==> src/rtl/uart_pkg.sv <==
// Shared UART definitions for the transmitter and the future receiver.
// Holds the transmitter FSM encoding, the parity mode encoding and the
// line idle level.
package uart_pkg;

    typedef enum logic [2:0] {
        IDLE,
        ALIGN,
        START,
        DATA,
        PARITY,
        STOP
    } uart_tx_state_e;

    typedef enum {
        PARITY_NONE,
        PARITY_EVEN,
        PARITY_ODD
    } parity_mode_e;

    localparam logic UART_IDLE_LEVEL = 1'b1;

endpackage

==> src/rtl/uart_tx.sv <==
// UART transmitter: accepts a payload over valid/ready and serialises it
// on tx as start bit, data bits (LSB first), optional parity and stop
// bits. Every bit period is bounded by consecutive tick pulses.
//
// Ports:
//   clk       system clock, rising edge
//   rst       synchronous active-high reset
//   tick      one-cycle baud pulse per bit period
//   data_in   payload, bit 0 sent first
//   valid_in  upstream offers data_in
//   ready_out transmitter accepts a payload this cycle (registered)
//   tx        serial line, idles high (registered)
//   busy      high whenever the FSM is not idle (registered)
module uart_tx
    import uart_pkg::*;
#(
    parameter int unsigned DataBits   = 8,
    parameter int unsigned ParityMode = 0,
    parameter int unsigned StopBits   = 1
) (
    input  logic                clk,
    input  logic                rst,
    input  logic                tick,
    input  logic [DataBits-1:0] data_in,
    input  logic                valid_in,
    output logic                ready_out,
    output logic                tx,
    output logic                busy
);

    localparam int unsigned CntW = $clog2(DataBits);
    localparam logic [CntW-1:0] LastBit = CntW'(DataBits - 1);
    localparam logic LastStop = 1'(StopBits - 1);
    localparam bit HasParity = (ParityMode != 32'(PARITY_NONE));
    localparam bit OddParity = (ParityMode == 32'(PARITY_ODD));

    // Reject illegal configurations at elaboration.
    if (DataBits < 5 || DataBits > 9) begin : g_bad_data_bits
        $error("uart_tx: DataBits must be 5..9");
    end
    if (ParityMode > 2) begin : g_bad_parity_mode
        $error("uart_tx: ParityMode must be 0..2");
    end
    if (StopBits < 1 || StopBits > 2) begin : g_bad_stop_bits
        $error("uart_tx: StopBits must be 1..2");
    end

    uart_tx_state_e      state_q, state_d;
    logic [DataBits-1:0] shift_q, shift_d;
    logic [CntW-1:0]     cnt_q, cnt_d;
    logic                stop_q, stop_d;
    logic                parity_q, parity_d;
    logic                tx_d;

    // Next-state, datapath and line-level decode.
    always_comb begin
        state_d  = state_q;
        shift_d  = shift_q;
        cnt_d    = cnt_q;
        stop_d   = stop_q;
        parity_d = parity_q;
        tx_d     = UART_IDLE_LEVEL;

        unique case (state_q)
            IDLE: begin
                if (valid_in && ready_out) begin
                    state_d  = ALIGN;
                    shift_d  = data_in;
                    parity_d = OddParity ? ~^data_in : ^data_in;
                end
            end
            // Waits for a tick strictly after acceptance so the start bit
            // always spans a full tick interval.
            ALIGN: begin
                if (tick) begin
                    state_d = START;
                end
            end
            START: begin
                tx_d = ~UART_IDLE_LEVEL;
                if (tick) begin
                    state_d = DATA;
                    cnt_d   = '0;
                end
            end
            DATA: begin
                tx_d = shift_q[0];
                if (tick) begin
                    shift_d = shift_q >> 1;
                    if (cnt_q == LastBit) begin
                        state_d = HasParity ? PARITY : STOP;
                        stop_d  = 1'b0;
                    end else begin
                        cnt_d = cnt_q + CntW'(1);
                    end
                end
            end
            PARITY: begin
                tx_d = parity_q;
                if (tick) begin
                    state_d = STOP;
                    stop_d  = 1'b0;
                end
            end
            STOP: begin
                if (tick) begin
                    if (stop_q == LastStop) begin
                        state_d = IDLE;
                    end else begin
                        stop_d = 1'b1;
                    end
                end
            end
            default: begin
                state_d = IDLE;
            end
        endcase
    end

    // State and output registers; tx follows the state one cycle later,
    // ready_out/busy track the state register itself.
    always_ff @(posedge clk) begin
        if (rst) begin
            state_q   <= IDLE;
            shift_q   <= '0;
            cnt_q     <= '0;
            stop_q    <= 1'b0;
            parity_q  <= 1'b0;
            tx        <= UART_IDLE_LEVEL;
            ready_out <= 1'b1;
            busy      <= 1'b0;
        end else begin
            state_q   <= state_d;
            shift_q   <= shift_d;
            cnt_q     <= cnt_d;
            stop_q    <= stop_d;
            parity_q  <= parity_d;
            tx        <= tx_d;
            ready_out <= (state_d == IDLE);
            busy      <= (state_d != IDLE);
        end
    end

endmodule

==> config.mk <==
export PLATFORM = sky130hd
export DESIGN_NAME = uart_tx
export DESIGN_NICKNAME = d
export VERILOG_FILES = /design/src/rtl/uart_pkg.sv /design/src/rtl/uart_tx.sv
export SDC_FILE = /design/constraint.sdc
export NUM_CORES = 1
export LEC_CHECK = 0
export CORE_MARGIN = 2
export CORE_UTILIZATION = 42
export DETAILED_ROUTE_END_ITERATION = 10
export PLACE_DENSITY = 0.67
export SYNTH_ARGS = -nofsm -noshare
export SYNTH_HDL_FRONTEND = slang
export SYNTH_SLANG_ARGS = --single-unit
==> constraint.sdc <==
create_clock -name clk -period 2 [get_ports clk]
set_clock_uncertainty 0.15 [all_clocks]
set_input_delay 0.5 -clock clk [delete_from_list [all_inputs] [get_ports clk]]
set_output_delay 0.5 -clock clk [all_outputs]
set_load 0.02 [all_outputs]
Word-level counts from Yosys, hierarchy flattened
Index checks and enable logic that the tools add are counted.
Storage, ports and cells
  output and inout port bits: 3
  input bits: 12
  flip-flop bits (word level): 19
Operators by class
  reduce and logical (&&, ||, !) cells: 12
  eq/ne operators: 13
  add/sub/neg operators: 1
  multiplexer cells: 23
Operators by type and width (number)
  $mux 3: 11
  $pmux 3 s6: 1
  $mux 8: 2
  $pmux 8 s2: 1
  $ne 2x2->1 const B: 7
  $eq 3x3->1 const B: 3
  $reduce_xor 8->1: 1
  $eq 3x2->1 const B: 2
  $logic_not 3->1: 2
  $pmux 1 s3: 2
  $pmux 3 s2: 1
  $reduce_bool 3->1: 2
  $mux 1: 5
  $reduce_and 5->1: 1
  $reduce_and 4->1: 1
  $reduce_bool 2->1: 2
  $add 3x1->3 const B: 1
  $eq 3x1->1 const B: 1
  $reduce_and 3->1: 1
  $reduce_and 2->1: 1
  $logic_and 1x1->1: 1

Logic depth before layout (Yosys ltp)
Gate-level depths: netlist of the first run.
  depth in word-level cells: 5
  mapped depth: 6

Worst setup path before layout of the first run
OpenSTA, ideal clock, no wires.
  path kind: input to register
  from: input port tick
  to: register shift_q[4]
  stages on the path: 6
  path buffers: 2
  arrival: 1387 ps
  required time: 1762 ps
  slack: 375 ps
  path through: buf_2 nand3_1 a21oi_4 buf_6 nor2_1 a311oi_2
Between the ends
  word-level cells in the longest chain between the ends: 2
RTL lines
  from (decl): line uart_tx.sv:23  | input logic tick,
  $ne 2x2->1 (no line)
  $reduce_and 3->1 (no line)
  to (signal assigned): line uart_tx.sv:134  | shift_q <= shift_d;
  to (decl): line uart_tx.sv:49  | logic [DataBits-1:0] shift_q, shift_d;
Every way passes these cells.
A chain may end at the register's enable or synchronous reset.

Worst setup path in the final report of the first run
  from: register tx
  to: output port tx
RTL lines
  from (decl): line uart_tx.sv:27  | output logic tx,
  from (signal assigned): line uart_tx.sv:138  | tx <= tx_d;
No word-level cell between the ends.

==> results_dict.tcl, run 1 <==
set metrics [dict create \
    drv_slew 0 \
    outcome "complete, no violations" \
    syn_area_per_cell_um2 8.84 \
    crit_slowest_cell "clkdlybuf4s50_1" \
    first_pass_iters 4 \
    cap_viol_max_count 0 \
    rsz0062_at_grt "false" \
    grt_pass1_vias 743 \
    n_antenna_cell 0 \
    worst_pin_slew_ns 0.414 \
    async_flop_share_pct 0 \
    placed_area_um2 1130 \
    clk_latency_ns 0.30 \
    drt-initial-drc-count 11 \
    track_usage_pct 17.4 \
    slew_headroom_pct 72.3 \
    synth-edff-count 0 \
    detailed_place_hpwl_um 1410 \
    synthMostInstantiatedCell "dfxtp_1" \
    power.density_nw_per_um2 743 \
    fin_crit_ns 1.86 \
    antenna_found_initial 0 \
    syn-instance-count 107 \
    io_buffers 14 \
    vdd_drop_max_v 0.000442 \
    synthesis.area_um2 946 \
    tritoncts "built" \
    yosysTopAreaCell "dfxtp_1" \
    layout-drive-gt1-share_pct 14.4 \
    die_w_um 51.5 \
    ctsResizeCount 0 \
    cts_max_path_buffers 2 \
    yosys-top-cells-area "dfxtp_1 38%, xnor2_1 6.5%, nor2_1 5.2%" \
    crit_chain "clkdlybuf4s50_1" \
    p_leak_uw 0.000461 \
    finalWeightedCongestion 0.760 \
    cp.required_ns 1.35 \
    drc 0 \
    post-cts-setup-buffers 0 \
    hold_buffers 0 \
    path_class "reg -> out" \
    synth-seq-cells 18 \
    wl_um 1910 \
    cts_buffers 3 \
    setup_viol 0 \
    antenna_left 0 \
    worstPathMaxFanout 1 \
    wl_per_cell_um 12.5 \
    cp_top_family "buffers and inverters" \
    grt_pass1_wl_um 3390 \
    htree_levels 1 \
    fmax_mhz 538 \
    critical-path-max-stage-delay_ns 0.59 \
    yosysSeqAreaShare_pct 38.1 \
    cts_sinks 18 \
    synth.top_cell.area_share_pct 38.1 \
    die_h_um 51.5 \
    synth_common_cells "18 x dfxtp_1, 13 x nor2_1, 12 x nand2_1" \
    finalNetCount 140 \
    pre_cts_ws_ns -0.0663 \
    path_clk_slew_ns 0.11 \
    fin_ws_ns 0.141 \
    area_growth_pct 23.9 \
    stdcell_area_um2 1170 \
    detail_route.vias_per_cell 5.39 \
    grt-ovfl-total 0 \
    rows 17 \
    ys_warn_count 0 \
    min_period_over_period_pct 93.0 \
    cp.buffers_inverters 1 \
    coreArea_um2 2170 \
    hold_class "reg -> reg" \
    final_core_util_pct 54.0 \
    worstPathArrival_ns 1.21 \
    clk_root_buffer_cell "clkbuf_4" \
    initial_utilization_pct 43.6 \
    ys.flop_type "dfxtp_1" \
    hold_violations 0 \
    critPathCaptureType "output port" \
    syn_nets 121 \
    ios 15 \
    synthDistinctLibCells 31 \
    fin_tns_setup_ns 0 \
    dieArea_um2 2650 \
    via_count 824 \
    cp-start-kind "flip-flop" \
    grt_max_degree 13 \
]
power breakdown:
| part | total, uW | leakage (uW) | switching (uW) | internal, uW |
|---|---|---|---|---|
| logic | 224 | 0.000292 | 107 | 117 |
| registers | 416 | 0.000148 | 23.5 | 393 |
| clock network | 231 | 0.0000210 | 119 | 111 |
| total | 871 | 0.000461 | 250 | 621 |
sequential cells by signal (all words and copies together) (netlist names):
| signal | cells |
|---|---|
| busy | 1 |
| cnt_q | 3 |
| parity_q | 1 |
| ready_out | 1 |
| shift_q | 8 |
| state_q | 3 |
| tx | 1 |
worst paths after layout:
check | startpoint | to | slack, ns | cells after the start
setup / recovery | tx | tx | 0.14 | 1
hold / removal | cnt_q[0] | cnt_q[0] | 0.34 | 2
setup reg to reg | state_q[1] | shift_q[5] | 0.35 | 4
hold reg to reg | cnt_q[0] | cnt_q[0] | 0.34 | 2
final cells by class:
type,count,area [um^2]
clock buffers,4,36.3
fillers,213,997
inverters,2,7.51
multi-input cells,78,523
flip-flops and latches,18,360
well taps,28,35.0
repair buffers,23,210
cell usage in the layout (no fill, tap or decap), drive strengths merged:
cell type	instances
and2	2
o21ai	1
nand2	12
nor4b	1
a311oi	6
a21oi	6
o221ai	1
a221oi	1
nor2b	2
dfxtp	18
xnor2	7
nand3	8
clkbuf	4
a21o	1
dlymetal6s2s	1
nand4	2
clkdlybuf4s50	13
mux2i	3
nor4	1
and4	1
o21bai	1
nand4bb	1
or2	1
inv	2
a211o	1
ha	2
buf	9
a211oi	2
nor2	13
nor3	2
layer usage:
metal / wire, um / GRT usage, % / part of all wire (%)
met1: 895 / 22.3 / 47
met2: 918 / 26.7 / 48
met3: 55 / 4.68 / 2.9
met4: 43 / 8.77 / 2.2
met5: 0 / 0 / 0
tightest hold or removal path, stage by stage, from the launching register on:
cell     delay (ns)
dfxtp_1        0.34
nand2_1        0.06
a21oi_1        0.06
metrics by stage:
stage                     std cells  hold WS, ns  total power, uW
final                           153        0.341              871
after floorplan                 107        0.304              572
after global routing            153        0.364              926
after detailed placement        149        0.322              650
after CTS                       153        0.337              877
after global placement          149        0.320              645
cell families (layout without fill, tap and decap cells):
family / Yosys count / after routing / synth area share, %
DFF: 18 / 18 / 38.1
adders and majority gates: 2 / 2 / 2.65
and+or+nand+nor: 46 / 46 / 25.3
muxes: 3 / 3 / 3.17
xor gates and xnor gates: 7 / 7 / 6.48
buffers and inverters: 11 / 29 / 6.61
AOI/OAI and AO/OA: 20 / 20 / 17.7
(Power assumes the default switching activity.)
==> run 2: changes to the inputs <==
--- a/config.mk
+++ b/config.mk
@@ -5,10 +5,10 @@
 export SDC_FILE = /design/constraint.sdc
 export NUM_CORES = 1
 export LEC_CHECK = 0
-export CORE_MARGIN = 2
+export CORE_MARGIN = 1
 export CORE_UTILIZATION = 42
 export DETAILED_ROUTE_END_ITERATION = 10
-export PLACE_DENSITY = 0.67
+export PLACE_DENSITY = 0.69
 export SYNTH_ARGS = -nofsm -noshare
 export SYNTH_HDL_FRONTEND = slang
 export SYNTH_SLANG_ARGS = --single-unit
==> constraint.sdc (replaced) <==
create_clock -name clk -period 1.65 [get_ports clk]
set_clock_uncertainty 0.15 [all_clocks]
set_input_delay 0.4125 -clock clk [delete_from_list [all_inputs] [get_ports clk]]
set_output_delay 0.4125 -clock clk [all_outputs]
set_load 0.02 [all_outputs]
==> run 2 against run 1 <==
Global-route usage shrank 0.25 points; largest power group unchanged; hold slack lost 0.0061 ns; clock power grew 19%; via count increased by 1.6%; largest cell class unchanged.
==> results_dict.tcl, run 2 (synthesis gave the netlist of run 1 again) <==
set metrics [dict create \
    hold_class "reg -> reg" \
    power.density_nw_per_um2 863 \
    critPathCaptureType "flip-flop" \
    layout_commonest_cell "dfxtp_1" \
    io_buffers 14 \
    detailed_place_hpwl_um 1490 \
    htree_levels 1 \
    tritoncts "built" \
    outcome "complete, no violations" \
    die_w_um 49.5 \
    cp.required_ns 1.71 \
    cp-start-kind "primary input" \
    vdd_drop_max_v 0.000620 \
    worstPathArrival_ns 1.61 \
    cts_sinks 18 \
    largest_register "shift_q" \
    drt-met1-wl_um 924 \
    final_cell_mix "18 x dfxtp_1, 17 x buf_4, 12 x nor2_1, 12 x nand2_1, 10 x clkdlybuf4s50_1" \
    r2r_cells 4 \
    grt_max_degree 15 \
    cap_viol_max_count 0 \
    hold_violations 0 \
    cts_max_path_buffers 2 \
    rsz0062_at_grt "false" \
    slew_headroom_pct 79.9 \
    layout-drive-gt1-share_pct 21.6 \
    met3_length_um 56 \
    n_antenna_cell 0 \
    reg_top3 "shift_q x8, cnt_q x3, state_q x3" \
    rows 16 \
    worstPathMaxFanout 13 \
    reg2reg_to "shift_q[6]" \
    fin_ws_ns 0.0978 \
    fin_crit_ns 1.55 \
    clk_root_buffer_cell "clkbuf_4" \
    wl_met2_um 984 \
    wl_um 2000 \
    finalHoldWorstSlack_ns 0.335 \
    detail_route.vias_per_cell 5.20 \
    finalNetCount 149 \
    finalWeightedCongestion 0.738 \
    coreArea_um2 2040 \
    p_leak_uw 0.000514 \
    antenna_found_initial 0 \
    path_clk_slew_ns 0.10 \
    path_class "in -> reg" \
    grt_pass1_wl_um 3150 \
    wl_per_cell_um 12.4 \
    area_growth_pct 32.7 \
    ios 15 \
    min_from "cnt_q[0]" \
    grt-ovfl-total 0 \
    reg2reg_slack_ns 0.16 \
    cts_buffers 3 \
    drc 0 \
    drt-initial-drc-count 7 \
    largest_reg_flops 8 \
    holdPathEnd "cnt_q[0]" \
    min_period_over_period_pct 94.1 \
    setup_viol 0 \
    fmax_mhz 644 \
    worstHoldPathCells 2 \
    fin_tns_setup_ns 0 \
    track_usage_pct 17.2 \
    via_count 837 \
    first_pass_iters 3 \
    r2r_start "state_q[1]" \
    pre_cts_ws_ns -0.348 \
    drv_slew 0 \
    worst_pin_slew_ns 0.301 \
    initial_utilization_pct 46.3 \
    clk_latency_ns 0.30 \
    dieArea_um2 2450 \
    die_h_um 49.5 \
    grt_pass1_vias 721 \
    highest_layer "met4" \
    antenna_left 0 \
]
run 2: cell types whose count changed in the layout (fill, tap and decap cells not counted), sizes merged:
cell,delta
buf,+9
clkdlybuf4s50,-3
dlygate4sd2,+3
run 2: per-stage QoR:
| step | power, uW | util, % | area [um^2] | instances |
|---|---|---|---|---|
| 3_3_place_gp | 792 | 58.4 | 1190 | 156 |
| 3_5_place_dp | 802 | 58.4 | 1190 | 156 |
| 6_report | 1080 | 61.5 | 1250 | 161 |
| 4_1_cts | 1090 | 61.1 | 1250 | 161 |
| 5_1_grt | 1140 | 61.5 | 1250 | 161 |
| 2_1_floorplan | 693 | - | 946 | 107 |
run 2: area by class of cell:
type | count | area (um^2)
well taps | 27 | 33.8
inverters | 2 | 7.51
flip-flops and latches | 18 | 360
multi-input cells | 78 | 531
repair buffers | 32 | 287
fillers | 195 | 787
clock buffers | 4 | 36.3
run 2: where the power goes:
group	total [uW]	leakage (uW)	internal (uW)	switching [uW]
clock	274	0.0000210	135	139
sequential	501	0.000148	476	24.7
combinational	308	0.000346	164	144
run 2: worst max-delay path by stage:
stage                       endpoint  slack (ns)  startpoint
after floorplan           shift_q[4]        0.11        tick
after global placement    shift_q[4]       -0.27    valid_in
after detailed placement  shift_q[0]       -0.35    valid_in
after CTS                 shift_q[0]        0.02    valid_in
after global routing      shift_q[4]        0.01        tick
final                     shift_q[4]         0.1        tick
run 2: layer usage:
metal	global-route usage, %	vias up
li1	-	436
met1	19.8	386
met2	29.0	10
met3	5.56	5
met4	7.14	0
met5	0	-
run 2: timing repair:
item | CTS | global route
hold endpoints to repair | 0 | 0
pin swaps | 1 | 1
setup buffers | 1 | 0
hold buffers | 0 | 0
cloned | 0 | 0
setup endpoints to repair | 10 | 6
gates resized for setup | 4 | 2
run 2: critical path, cell delays in order:
cell,delay (ns)
clkdlybuf4s50_1,0.49
nand3_1,0.12
a21oi_4,0.16
buf_12,0.14
nor2_1,0.05
a311oi_2,0.23
==> run 3: changes to the inputs <==
--- a/config.mk
+++ b/config.mk
@@ -5,6 +5,7 @@
 export SDC_FILE = /design/constraint.sdc
 export NUM_CORES = 1
 export LEC_CHECK = 0
+export CAP_MARGIN = 25
 export CORE_MARGIN = 1
 export CORE_UTILIZATION = 42
 export DETAILED_ROUTE_END_ITERATION = 10
==> results of run 3 <==
Final layout, timing and power as in run 2 (identical DEF).
